## src/rtl/tag_mac_scheduler_if.sv

```systemverilog
// Bundles the scheduler's control, symbol-stream, reader-response and
// switch-gating signals; the scheduler uses the slave view.
interface tag_mac_scheduler_if;
   logic        start_pulse;
   logic [7:0]  frame_len;
   logic [19:0] channel_mask;
   logic [19:0] symbol_data;
   logic        symbol_valid;
   logic        symbol_ready;
   logic        ack_valid;
   logic        ack_in;
   logic        trigger_signal;
   logic [19:0] control_signal;
   logic [19:0] data_out;
   logic        frame_rewind;
   logic        busy;
   logic        tx_done;
   logic        tx_fail;

   modport master (
      output start_pulse, frame_len, channel_mask, symbol_data, symbol_valid,
             ack_valid, ack_in,
      input  symbol_ready, trigger_signal, control_signal, data_out,
             frame_rewind, busy, tx_done, tx_fail
   );

   modport slave (
      input  start_pulse, frame_len, channel_mask, symbol_data, symbol_valid,
             ack_valid, ack_in,
      output symbol_ready, trigger_signal, control_signal, data_out,
             frame_rewind, busy, tx_done, tx_fail
   );
endinterface

```

## src/rtl/tag_mac_scheduler.sv

```systemverilog
// Random-access transmit scheduler: binary-exponential backoff, symbol-timed
// frame streaming onto the switch gating stage, ACK wait and retry.
module tag_mac_scheduler #(
   parameter int          SLOT_LEN    = 64,
   parameter int          SYM_LEN     = 16,
   parameter int          CW_MIN      = 4,
   parameter int          CW_MAX      = 64,
   parameter int          MAX_RETRY   = 3,
   parameter int          ACK_TIMEOUT = 1024,
   parameter logic [15:0] LFSR_SEED   = 16'hACE1
) (
   input logic                 input_clock,
   input logic                 reset_n,
   tag_mac_scheduler_if.slave  bus
);
   localparam int BO_W   = $clog2(255 * SLOT_LEN + 1);
   localparam int HOLD_W = $clog2(SYM_LEN + 1);
   localparam int WAIT_W = $clog2(ACK_TIMEOUT + 1);

   typedef enum logic [1:0] {IDLE, BACKOFF, TX, WAIT_ACK} state_t;

   state_t            state, state_d;
   logic [15:0]       lfsr, lfsr_d;
   logic [8:0]        cw, cw_d, cw_next;
   logic [7:0]        attempt, attempt_d;
   logic [7:0]        len_q, len_d;
   logic [19:0]       mask_q, mask_d;
   logic [7:0]        words_left, words_d;
   logic [HOLD_W-1:0] hold_cnt, hold_d;
   logic [BO_W-1:0]   bo_cnt, bo_d;
   logic [WAIT_W-1:0] wait_cnt, wait_d;
   logic              trig_q, trig_d;
   logic [19:0]       ctrl_q, ctrl_d;
   logic [19:0]       data_q, data_d;
   logic              rewind_q, rewind_d;
   logic              done_q, done_d;
   logic              fail_q, fail_d;
   logic              busy_q;

   function automatic logic [BO_W-1:0] draw_backoff(input logic [7:0] rnd,
                                                    input logic [8:0] win);
      logic [7:0] slots;
      slots = rnd & 8'(win - 9'd1);
      return BO_W'(slots) * BO_W'(SLOT_LEN);
   endfunction

   // Window doubles until it saturates at CW_MAX.
   assign cw_next = (cw >= 9'(CW_MAX / 2)) ? 9'(CW_MAX) : {cw[7:0], 1'b0};

   assign bus.symbol_ready   = (state == TX) && (hold_cnt == '0) && (words_left != '0);
   assign bus.trigger_signal = trig_q;
   assign bus.control_signal = ctrl_q;
   assign bus.data_out       = data_q;
   assign bus.frame_rewind   = rewind_q;
   assign bus.busy           = busy_q;
   assign bus.tx_done        = done_q;
   assign bus.tx_fail        = fail_q;

   always_comb begin
      // NOTE: every signal assigned here gets a default first, so no path leaves one unassigned and infers a latch.
      state_d   = state;
      lfsr_d    = {lfsr[0] ^ lfsr[2] ^ lfsr[3] ^ lfsr[5], lfsr[15:1]};
      cw_d      = cw;
      attempt_d = attempt;
      len_d     = len_q;
      mask_d    = mask_q;
      words_d   = words_left;
      hold_d    = hold_cnt;
      bo_d      = bo_cnt;
      wait_d    = wait_cnt;
      trig_d    = trig_q;
      ctrl_d    = ctrl_q;
      data_d    = data_q;
      rewind_d  = 1'b0;
      done_d    = 1'b0;
      fail_d    = 1'b0;

      unique case (state)
         IDLE: begin
            if (bus.start_pulse) begin
               if (bus.frame_len == '0) begin
                  fail_d = 1'b1;
               end else begin
                  len_d     = bus.frame_len;
                  mask_d    = bus.channel_mask;
                  cw_d      = 9'(CW_MIN);
                  attempt_d = 8'd1;
                  bo_d      = draw_backoff(lfsr[7:0], 9'(CW_MIN));
                  state_d   = BACKOFF;
               end
            end
         end
         BACKOFF: begin
            if (bo_cnt == '0) begin
               state_d = TX;
               words_d = len_q;
               hold_d  = '0;
            end else begin
               bo_d = bo_cnt - BO_W'(1);
            end
         end
         TX: begin
            if (hold_cnt != '0) begin
               hold_d = hold_cnt - HOLD_W'(1);
            end else if (words_left != '0) begin
               if (bus.symbol_valid) begin
                  data_d  = bus.symbol_data;
                  trig_d  = 1'b1;
                  ctrl_d  = mask_q;
                  hold_d  = HOLD_W'(SYM_LEN - 1);
                  words_d = words_left - 8'd1;
               end else begin
                  // Underrun: drop to idle-clock mode but keep the switches enabled.
                  trig_d = 1'b0;
                  data_d = '0;
               end
            end else begin
               state_d = WAIT_ACK;
               trig_d  = 1'b0;
               ctrl_d  = '0;
               data_d  = '0;
               wait_d  = '0;
            end
         end
         WAIT_ACK: begin
            if (bus.ack_valid && bus.ack_in) begin
               done_d  = 1'b1;
               state_d = IDLE;
            end else if ((bus.ack_valid && !bus.ack_in) ||
                         (wait_cnt == WAIT_W'(ACK_TIMEOUT - 1))) begin
               if (attempt == 8'(MAX_RETRY)) begin
                  fail_d  = 1'b1;
                  state_d = IDLE;
               end else begin
                  attempt_d = attempt + 8'd1;
                  cw_d      = cw_next;
                  rewind_d  = 1'b1;
                  bo_d      = draw_backoff(lfsr[7:0], cw_next);
                  state_d   = BACKOFF;
               end
            end else begin
               wait_d = wait_cnt + WAIT_W'(1);
            end
         end
         default: state_d = IDLE;
      endcase
   end

   // NOTE: state is updated with non-blocking assignments so every register samples pre-edge values.
   always_ff @(posedge input_clock) begin
      if (!reset_n) begin
         state      <= IDLE;
         lfsr       <= LFSR_SEED;
         cw         <= '0;
         attempt    <= '0;
         len_q      <= '0;
         mask_q     <= '0;
         words_left <= '0;
         hold_cnt   <= '0;
         bo_cnt     <= '0;
         wait_cnt   <= '0;
         trig_q     <= 1'b0;
         ctrl_q     <= '0;
         data_q     <= '0;
         rewind_q   <= 1'b0;
         done_q     <= 1'b0;
         fail_q     <= 1'b0;
         busy_q     <= 1'b0;
      end else begin
         state      <= state_d;
         lfsr       <= lfsr_d;
         cw         <= cw_d;
         attempt    <= attempt_d;
         len_q      <= len_d;
         mask_q     <= mask_d;
         words_left <= words_d;
         hold_cnt   <= hold_d;
         bo_cnt     <= bo_d;
         wait_cnt   <= wait_d;
         trig_q     <= trig_d;
         ctrl_q     <= ctrl_d;
         data_q     <= data_d;
         rewind_q   <= rewind_d;
         done_q     <= done_d;
         fail_q     <= fail_d;
         busy_q     <= (state_d != IDLE);
      end
   end
endmodule

```

## src/flat_wrapper.sv

```systemverilog
// flat-port wrapper written by rule: the top's interface ports become plain ports
module tag_mac_scheduler_flat 
#(
   parameter int          SLOT_LEN    = 64,
   parameter int          SYM_LEN     = 16,
   parameter int          CW_MIN      = 4,
   parameter int          CW_MAX      = 64,
   parameter int          MAX_RETRY   = 3,
   parameter int          ACK_TIMEOUT = 1024,
   parameter logic [15:0] LFSR_SEED   = 16'hACE1
)
  (input_clock, reset_n, bus_start_pulse, bus_frame_len, bus_channel_mask, bus_symbol_data, bus_symbol_valid, bus_ack_valid, bus_ack_in, bus_symbol_ready, bus_trigger_signal, bus_control_signal, bus_data_out, bus_frame_rewind, bus_busy, bus_tx_done, bus_tx_fail);
  tag_mac_scheduler_if bus_i ();
  input logic input_clock;
  input logic reset_n;
  input wire logic [$bits(bus_i.start_pulse)-1:0] bus_start_pulse;
  input wire logic [$bits(bus_i.frame_len)-1:0] bus_frame_len;
  input wire logic [$bits(bus_i.channel_mask)-1:0] bus_channel_mask;
  input wire logic [$bits(bus_i.symbol_data)-1:0] bus_symbol_data;
  input wire logic [$bits(bus_i.symbol_valid)-1:0] bus_symbol_valid;
  input wire logic [$bits(bus_i.ack_valid)-1:0] bus_ack_valid;
  input wire logic [$bits(bus_i.ack_in)-1:0] bus_ack_in;
  output wire logic [$bits(bus_i.symbol_ready)-1:0] bus_symbol_ready;
  output wire logic [$bits(bus_i.trigger_signal)-1:0] bus_trigger_signal;
  output wire logic [$bits(bus_i.control_signal)-1:0] bus_control_signal;
  output wire logic [$bits(bus_i.data_out)-1:0] bus_data_out;
  output wire logic [$bits(bus_i.frame_rewind)-1:0] bus_frame_rewind;
  output wire logic [$bits(bus_i.busy)-1:0] bus_busy;
  output wire logic [$bits(bus_i.tx_done)-1:0] bus_tx_done;
  output wire logic [$bits(bus_i.tx_fail)-1:0] bus_tx_fail;
  assign bus_i.start_pulse = bus_start_pulse;
  assign bus_i.frame_len = bus_frame_len;
  assign bus_i.channel_mask = bus_channel_mask;
  assign bus_i.symbol_data = bus_symbol_data;
  assign bus_i.symbol_valid = bus_symbol_valid;
  assign bus_i.ack_valid = bus_ack_valid;
  assign bus_i.ack_in = bus_ack_in;
  assign bus_symbol_ready = bus_i.symbol_ready;
  assign bus_trigger_signal = bus_i.trigger_signal;
  assign bus_control_signal = bus_i.control_signal;
  assign bus_data_out = bus_i.data_out;
  assign bus_frame_rewind = bus_i.frame_rewind;
  assign bus_busy = bus_i.busy;
  assign bus_tx_done = bus_i.tx_done;
  assign bus_tx_fail = bus_i.tx_fail;
  tag_mac_scheduler #(.SLOT_LEN(SLOT_LEN), .SYM_LEN(SYM_LEN), .CW_MIN(CW_MIN), .CW_MAX(CW_MAX), .MAX_RETRY(MAX_RETRY), .ACK_TIMEOUT(ACK_TIMEOUT), .LFSR_SEED(LFSR_SEED)) u_core (.input_clock(input_clock), .reset_n(reset_n), .bus(bus_i));
endmodule
```

## config.mk

```make
export PLATFORM = sky130hd
export DESIGN_NAME = tag_mac_scheduler_flat
export DESIGN_NICKNAME = d
export VERILOG_FILES = /design/src/rtl/tag_mac_scheduler_if.sv /design/src/rtl/tag_mac_scheduler.sv /design/src/flat_wrapper.sv
export SDC_FILE = /design/constraint.sdc
export NUM_CORES = 1
export LEC_CHECK = 0
export BUFFER_PORTS_ARGS = -buffer_cell sky130_fd_sc_hd__buf_4
export CAP_MARGIN = 10
export CORE_UTILIZATION = 45
export CTS_CLUSTER_SIZE = 14
export DETAILED_ROUTE_END_ITERATION = 8
export HOLD_SLACK_MARGIN = 0.02
export PLACE_DENSITY = 0.77
export SYNTH_ARGS = -nofsm -noshare
export SYNTH_HDL_FRONTEND = slang
export SYNTH_SLANG_ARGS = --single-unit
```

## constraint.sdc

```tcl
create_clock -name input_clock -period 2.8 [get_ports input_clock]
set_input_delay 0.56 -clock input_clock [delete_from_list [all_inputs] [get_ports input_clock]]
set_output_delay 0.56 -clock input_clock [all_outputs]
set_load 0.1 [all_outputs]
```

==> results.py, run 1 <==
metrics = {
    "synthesis": {
        "synth_most_common_cell": "dfxtp_1",
        "async_flop_share_pct": 0,
        "yosysTopAreaCell": "dfxtp_1",
        "synth_edf_count": 0,
        "syn-cell-area_um2": 6330,
        "netlist_instances": 738,
        "ys_ff_latch": 144,
        "synth.top_cells.by_area": "dfxtp_1 46%, nand2_1 5.6%, a22oi_1 4.9%, a21oi_1 4.7%, nor2_1 4.5%",
        "synth.net_count": 804,
        "synth_area_per_cell_um2": 8.58,
        "synthFlopType": "dfxtp_1",
        "ys_types": 66,
        "synth_warnings": 0,
        "synth_commonest_cells": "144 x dfxtp_1, 95 x nand2_1, 76 x nor2_1",
        "synth_top_area_share_pct": 45.5,
        "synth_seq_area_share_pct": 45.5,
    },
    "cells_and_area": {
        "nets": 908,
        "instances_no_fill": 1031,
        "area_growth_pct": 25.5,
        "design_area_um2": 7940,
        "drive_above_1_share_pct": 22.7,
        "diodes": 0,
        "n_fill_cell": 1160,
        "final_util_pct": 58.8,
    },
    "grt": {
        "grt_max_degree": 35,
        "grt_remaining_overflow": 0,
        "grtUsageTotal_pct": 22.6,
        "antenna_found_initial": 0,
        "first_global_vias": 5443,
        "grt_pass1_wl_um": 26300,
    },
    "timing": {
        "max_freq_ghz": 0.369,
        "tns_ns": 0,
        "finalCritPeriodShare_pct": 96.8,
        "holdWs_ns": 0.368,
        "skew_ns": 0.0104,
        "finalSetupViolations": 0,
        "hold_viol_final": 0,
        "max_slew_margin_pct": 35.6,
        "rsz0062_at_grt": "false",
        "worst_slew_pin_slew_ns": 0.966,
        "fin_ws_ns": 0.0906,
        "period_needed_ns": 2.71,
        "slew_viol_final": 0,
    },
    "status": {
        "status": "finished clean",
    },
    "placement": {
        "post-place-cells": 997,
        "dp_hpwl_um": 10900,
        "place.gp.congestion": 0.861,
        "place_ws_ns": 0.237,
        "placed_area_um2": 7350,
        "port_buffers": 99,
    },
    "setup_path": {
        "cpPeakStageDelay_ns": 0.51,
        "path_delay_family": "simple AND/OR/NAND/NOR gates",
        "r2r-end": "u_core.wait_cnt[8]",
        "worstPathMaxFanout": 4,
        "cp_slowest_cell": "or4b_4",
        "reg2regPathDepth": 8,
        "endpoint": "bus_symbol_ready",
        "cp.depth": 7,
        "worstSetupStartpointType": "register",
        "crit_chain": "inv_1 -> ha_2 -> or4b_4 -> nor2_4 -> buf_4 -> nor2_4 -> buf_4",
        "arrival_ns": 2.15,
        "startpoint": "u_core.words_left[0]",
        "endpoint_kind": "output pin",
        "r2r_start": "u_core.words_left[0]",
        "path_class": "reg2out",
        "cp.required_ns": 2.24,
        "path_buf_inv": 3,
        "ff2ff_setup_slack_ns": 0.24,
    },
    "cts": {
        "cts_buffers": 17,
        "clk_pin_slew_ns": 0.06,
        "cts_tree": "done",
        "cts.htree.levels": 4,
        "root_buffer": "clkbuf_16",
        "clock_latency_ns": 0.43,
        "clockBufferDepth": 2,
        "cts.sinks": 144,
    },
    "route": {
        "antenna_left": 0,
        "drc": 0,
        "initialDrtViolationCount": 407,
        "firstDrtPassIters": 5,
        "vias": 5821,
        "wl_um": 16100,
        "routedWlPerCell_um": 15.6,
        "routed_via_density": 5.65,
    },
    "worst_hold_path": {
        "hold_class": "in2reg",
    },
    "power_and_ir_drop": {
        "power.leakage_nw": 3.13,
        "cellPowerDensity_nw_per_um2": 962,
        "ir_drop_mv": 0.419,
        "p_total_mw": 7.64,
    },
    "die": {
        "ios": 100,
        "die_h_um": 121,
        "start_util_pct": 46.9,
        "die_w_um": 121,
        "rows": 42,
        "core_area_um2": 13500,
        "die_area_um2": 14500,
    },
    "job": {
        "maxCapViolCount": 0,
    },
}
[tightest hold or removal path, stage by stage]
cell and delay, ns:
buf_4 0.08, a22oi_1 0.05, nor2_1 0.07
[timing repair]
action | 4_1_cts | 5_1_grt
setup endpoints to repair | 1 | 2
setup buffers | 0 | 2
gates cloned | 0 | 0
gates resized for setup | 3 | 3
hold buffers | 0 | 0
hold endpoints to repair | 0 | 0
[cells by family (layout without fill, tap and decap cells)]
| group | Yosys count | count (layout) | synth area share (%) |
|---|---|---|---|
| multiplexers | 4 | 4 | 0.633 |
| AO/OA/AOI/OAI | 208 | 208 | 23.4 |
| AND/OR/NAND/NOR | 288 | 288 | 22.2 |
| buffers and inverters | 70 | 187 | 4.27 |
| flip-flops | 144 | 144 | 45.5 |
| XOR/XNOR | 12 | 12 | 1.66 |
| adder cells (fa/ha/maj) | 12 | 12 | 2.37 |
[how the worst min path moves through the flow]
stage / endpoint / cells past startpoint / start / slack [ns]
floorplan: u_core.lfsr[10] / 1 / u_core.lfsr[11] / 0.39
CTS: u_core.bus.data_out[4] / 3 / bus_symbol_data[4] / 0.36
finish: u_core.bus.data_out[4] / 3 / bus_symbol_data[4] / 0.37
global route: u_core.mask_q[14] / 3 / bus_channel_mask[14] / 0.38
global placement: u_core.lfsr[11] / 1 / u_core.lfsr[12] / 0.39
detailed placement: u_core.lfsr[10] / 1 / u_core.lfsr[11] / 0.40
[registers in the layout, indices dropped and copies added, names as in the netlist, 2 cells and up]
name / count
u_core.wait_cnt: 11
u_core.hold_cnt: 5
u_core.len_q: 8
u_core.lfsr: 16
u_core.mask_q: 20
u_core.bus.control_signal: 20
u_core.attempt: 8
u_core.words_left: 8
u_core.bus.data_out: 20
u_core.state: 2
u_core.bo_cnt: 14
u_core.cw: 7
[placed cells by master (no fill, tap or decap), drive strengths merged, types with 8 or more instances in the layout]
| cell | synthesis | routed |
|---|---|---|
| nor2 | 77 | 77 |
| clkbuf | 40 | 19 |
| buf | 4 | 129 |
| o21ai | 21 | 21 |
| o31ai | 10 | 10 |
| a31o | 8 | 8 |
| ha | 12 | 12 |
| nand2 | 95 | 95 |
| a31oi | 9 | 9 |
| nand3 | 21 | 21 |
| dfxtp | 144 | 144 |
| nor3 | 18 | 18 |
| nand2b | 13 | 13 |
| xnor2 | 9 | 9 |
| a22oi | 41 | 41 |
| inv | 26 | 32 |
| a21oi | 60 | 60 |
| and2 | 10 | 10 |
| a211oi | 11 | 11 |
[area by class of cell]
cell class / count / area, um^2 / share of cell area, %
Sequential cell: 144 / 2880 / 36.3
Multi-Input combinational cell: 524 / 3220 / 40.6
Clock inverter: 13 / 100 / 1.26
Inverter: 26 / 97.6 / 1.23
Tap cell: 176 / 220 / 2.77
Clock buffer: 19 / 453 / 5.70
Timing Repair Buffer: 129 / 968 / 12.2
[metal layers]
layer / GRT usage (%) / vias to the layer above / part of all wire, %
met3: 5.85 / 33 / 5.0
met5: 0 / - / 0
met2: 36.3 / 135 / 48
met1: 28.7 / 2773 / 45
met4: 9.57 / 0 / 2.2
li1: - / 2880 / -
[power breakdown]
part	total [mW]	switching (mW)	internal [mW]
combinational	2.97	1.84	1.13
clock	2.12	0.924	1.19
sequential	2.56	0.251	2.31
Power figures use the tool's default switching activity.
==> inputs of run 2 (changes only) <==
--- a/config.mk
+++ b/config.mk
@@ -5,13 +5,14 @@
 export SDC_FILE = /design/constraint.sdc
 export NUM_CORES = 1
 export LEC_CHECK = 0
+export ABC_AREA = 1
 export BUFFER_PORTS_ARGS = -buffer_cell sky130_fd_sc_hd__buf_4
 export CAP_MARGIN = 10
-export CORE_UTILIZATION = 45
+export CORE_UTILIZATION = 30
 export CTS_CLUSTER_SIZE = 14
 export DETAILED_ROUTE_END_ITERATION = 8
 export HOLD_SLACK_MARGIN = 0.02
-export PLACE_DENSITY = 0.77
+export PLACE_DENSITY = 0.58
 export SYNTH_ARGS = -nofsm -noshare
 export SYNTH_HDL_FRONTEND = slang
 export SYNTH_SLANG_ARGS = --single-unit
==> results.py, run 2 <==
metrics = {
    "grt": {
        "grtUsageTotal_pct": 15.0,
        "grt_max_degree": 53,
        "grt_pass1_wl_um": 28500,
        "antenna_found_initial": 0,
        "first_global_vias": 5789,
        "grt_remaining_overflow": 0,
    },
    "status": {
        "status": "finished clean",
    },
    "cts": {
        "cts_buffers": 17,
        "clockBufferDepth": 2,
        "post_cts_buffers": 0,
        "cts.sinks": 144,
        "cts.htree.levels": 4,
        "cts_resized": 0,
        "cts_hold_buf": 0,
        "root_buffer": "clkbuf_16",
        "clock_latency_ns": 0.44,
        "cts_tree": "done",
        "clk_pin_slew_ns": 0.07,
    },
    "cells_and_area": {
        "n_fill_cell": 2318,
        "drive_above_1_share_pct": 17.3,
        "nets": 1139,
        "diodes": 0,
        "instances_no_fill": 1366,
        "design_area_um2": 8480,
        "final_common_cell": "nand2_1",
        "multi_input_area_um2": 3220,
        "seq_area_um2": 2880,
        "area_growth_pct": 24.0,
        "final_cell_mix": "208 x nand2_1, 144 x dfxtp_1, 140 x inv_1",
    },
    "timing": {
        "finalSetupViolations": 0,
        "tns_ns": 0,
        "finalCritPeriodShare_pct": 92.1,
        "max_slew_margin_pct": 49.6,
        "slew_viol_final": 0,
        "rsz0062_at_grt": "false",
        "period_needed_ns": 2.58,
        "worst_slew_pin_slew_ns": 0.756,
        "max_freq_ghz": 0.388,
        "hold_viol_final": 0,
        "skew_ns": 0.0147,
    },
    "setup_path": {
        "path_class": "reg2out",
        "path_delay_family": "buffers and inverters",
        "cp_common_cell": "inv_1",
        "path_buf_inv": 4,
        "endpoint_kind": "output pin",
        "cp.required_ns": 2.24,
        "cp_slowest_cell": "dfxtp_1",
        "cpPeakStageDelay_ns": 0.34,
        "crit_chain": "inv_1 -> ha_1 -> inv_1 -> nor2_2 -> inv_1 -> nor2_2 -> buf_4",
        "worstPathMaxFanout": 7,
        "worstSetupStartpointType": "register",
        "arrival_ns": 2.02,
    },
    "power_and_ir_drop": {
        "cellPowerDensity_nw_per_um2": 951,
        "comb_power_share_pct": 38.0,
        "p_sw_mw": 3.28,
        "clkPwrFrac_pct": 30.3,
        "ir_drop_mv": 0.543,
        "power.leakage_nw": 3.63,
        "seq_power_share_pct": 31.8,
        "p_int_mw": 4.78,
        "swShare_pct": 40.7,
    },
    "die": {
        "die_w_um": 153,
        "rows": 54,
        "ios": 100,
        "start_util_pct": 31.0,
        "die_area_um2": 23400,
        "core_area_um2": 22100,
        "die_h_um": 153,
    },
    "synthesis": {
        "synth_edf_count": 0,
        "synth_warnings": 0,
        "synth_area_per_cell_um2": 6.96,
        "synth_commonest_cells": "208 x nand2_1, 144 x dfxtp_1, 140 x inv_1",
        "synth_top_area_share_pct": 42.1,
        "synth.net_count": 1049,
        "ys_ff_latch": 144,
        "netlist_instances": 983,
        "synthFlopType": "dfxtp_1",
        "synth.top_cells.by_area": "dfxtp_1 42%, nand2_1 11%, inv_1 7.7%, a21oi_1 7.2%, nor2_1 6.4%",
        "async_flop_share_pct": 0,
        "ys_types": 37,
        "syn-cell-area_um2": 6840,
        "synth_seq_area_share_pct": 42.1,
        "yosysTopAreaCell": "dfxtp_1",
        "synth_most_common_cell": "nand2_1",
    },
    "placement": {
        "port_buffers": 99,
        "placed_area_um2": 7850,
        "dp_hpwl_um": 11500,
        "post-place-cells": 1334,
        "place.gp.congestion": 0.847,
    },
    "route": {
        "vias": 6197,
        "routed_via_density": 4.54,
        "drc": 0,
        "antenna_left": 0,
        "firstDrtPassIters": 5,
        "routedWlPerCell_um": 12.4,
        "wl_um": 17000,
        "initialDrtViolationCount": 319,
    },
    "worst_hold_path": {
        "hold_class": "in2reg",
    },
    "job": {
        "maxCapViolCount": 0,
    },
}
run 2: final cells by class:
cell class	count	share of cell area, %
multi-input cells	653	38.0
flip-flops and latches	144	34.0
repair buffers	112	10.1
inverters	145	6.42
clock buffers	18	5.06
well taps	280	4.13
clock inverters	14	2.32
run 2: worst min-delay path, stage by stage:
cell     delay (ns)
buf_4          0.11
nand2_1        0.05
a21oi_1        0.05
run 2: worst paths after layout:
check	startpoint	to	slack (ns)	cells past startpoint
max reg2reg	u_core.state[0]	u_core.bus.tx_fail	0.47	6
min	bus_symbol_data[4]	u_core.bus.data_out[4]	0.38	3
max	u_core.state[0]	bus_symbol_ready	0.22	7
min reg2reg	u_core.lfsr[11]	u_core.lfsr[10]	0.41	1
run 2: kinds of logic after synthesis:
logic type / count (synthesis) / synth area share (%)
and+or+nand+nor: 446 / 29.0
buffers and inverters: 186 / 10.8
AOI/OAI and AO/OA: 177 / 13.6
DFF: 144 / 42.1
xor gates and xnor gates: 18 / 2.30
adders and majority gates: 12 / 2.19
run 2: power groups by stage:
stage	clock network, mW	registers [mW]	logic (mW)
after floorplan	0	2.77	2.21
after global placement	0	2.60	3.03
after detailed placement	0	2.60	3.06
after CTS	2.49	2.56	3.08
after global routing	2.59	2.60	3.47
final	2.44	2.56	3.06
run 2: layer usage:
| layer | up-vias | wire length (um) | GRT usage (%) |
|---|---|---|---|
| li1 | 3290 | - | - |
| met1 | 2763 | 8310 | 19.6 |
| met2 | 127 | 7440 | 23.4 |
| met3 | 17 | 1040 | 4.82 |
| met4 | 0 | 205 | 4.76 |
| met5 | - | 0 | 0 |
run 2: per-stage QoR:
stage               worst slack (ns)  hold WS, ns  util, %  total power [mW]
global route                  0.0801        0.369     38.4              8.66
finish                         0.221        0.381     38.4              8.06
floorplan                      0.168        0.390        -              4.98
global placement               0.513        0.399     35.5              5.63
detailed placement             0.547        0.401     35.5              5.66
CTS                            0.201        0.366     38.4              8.13
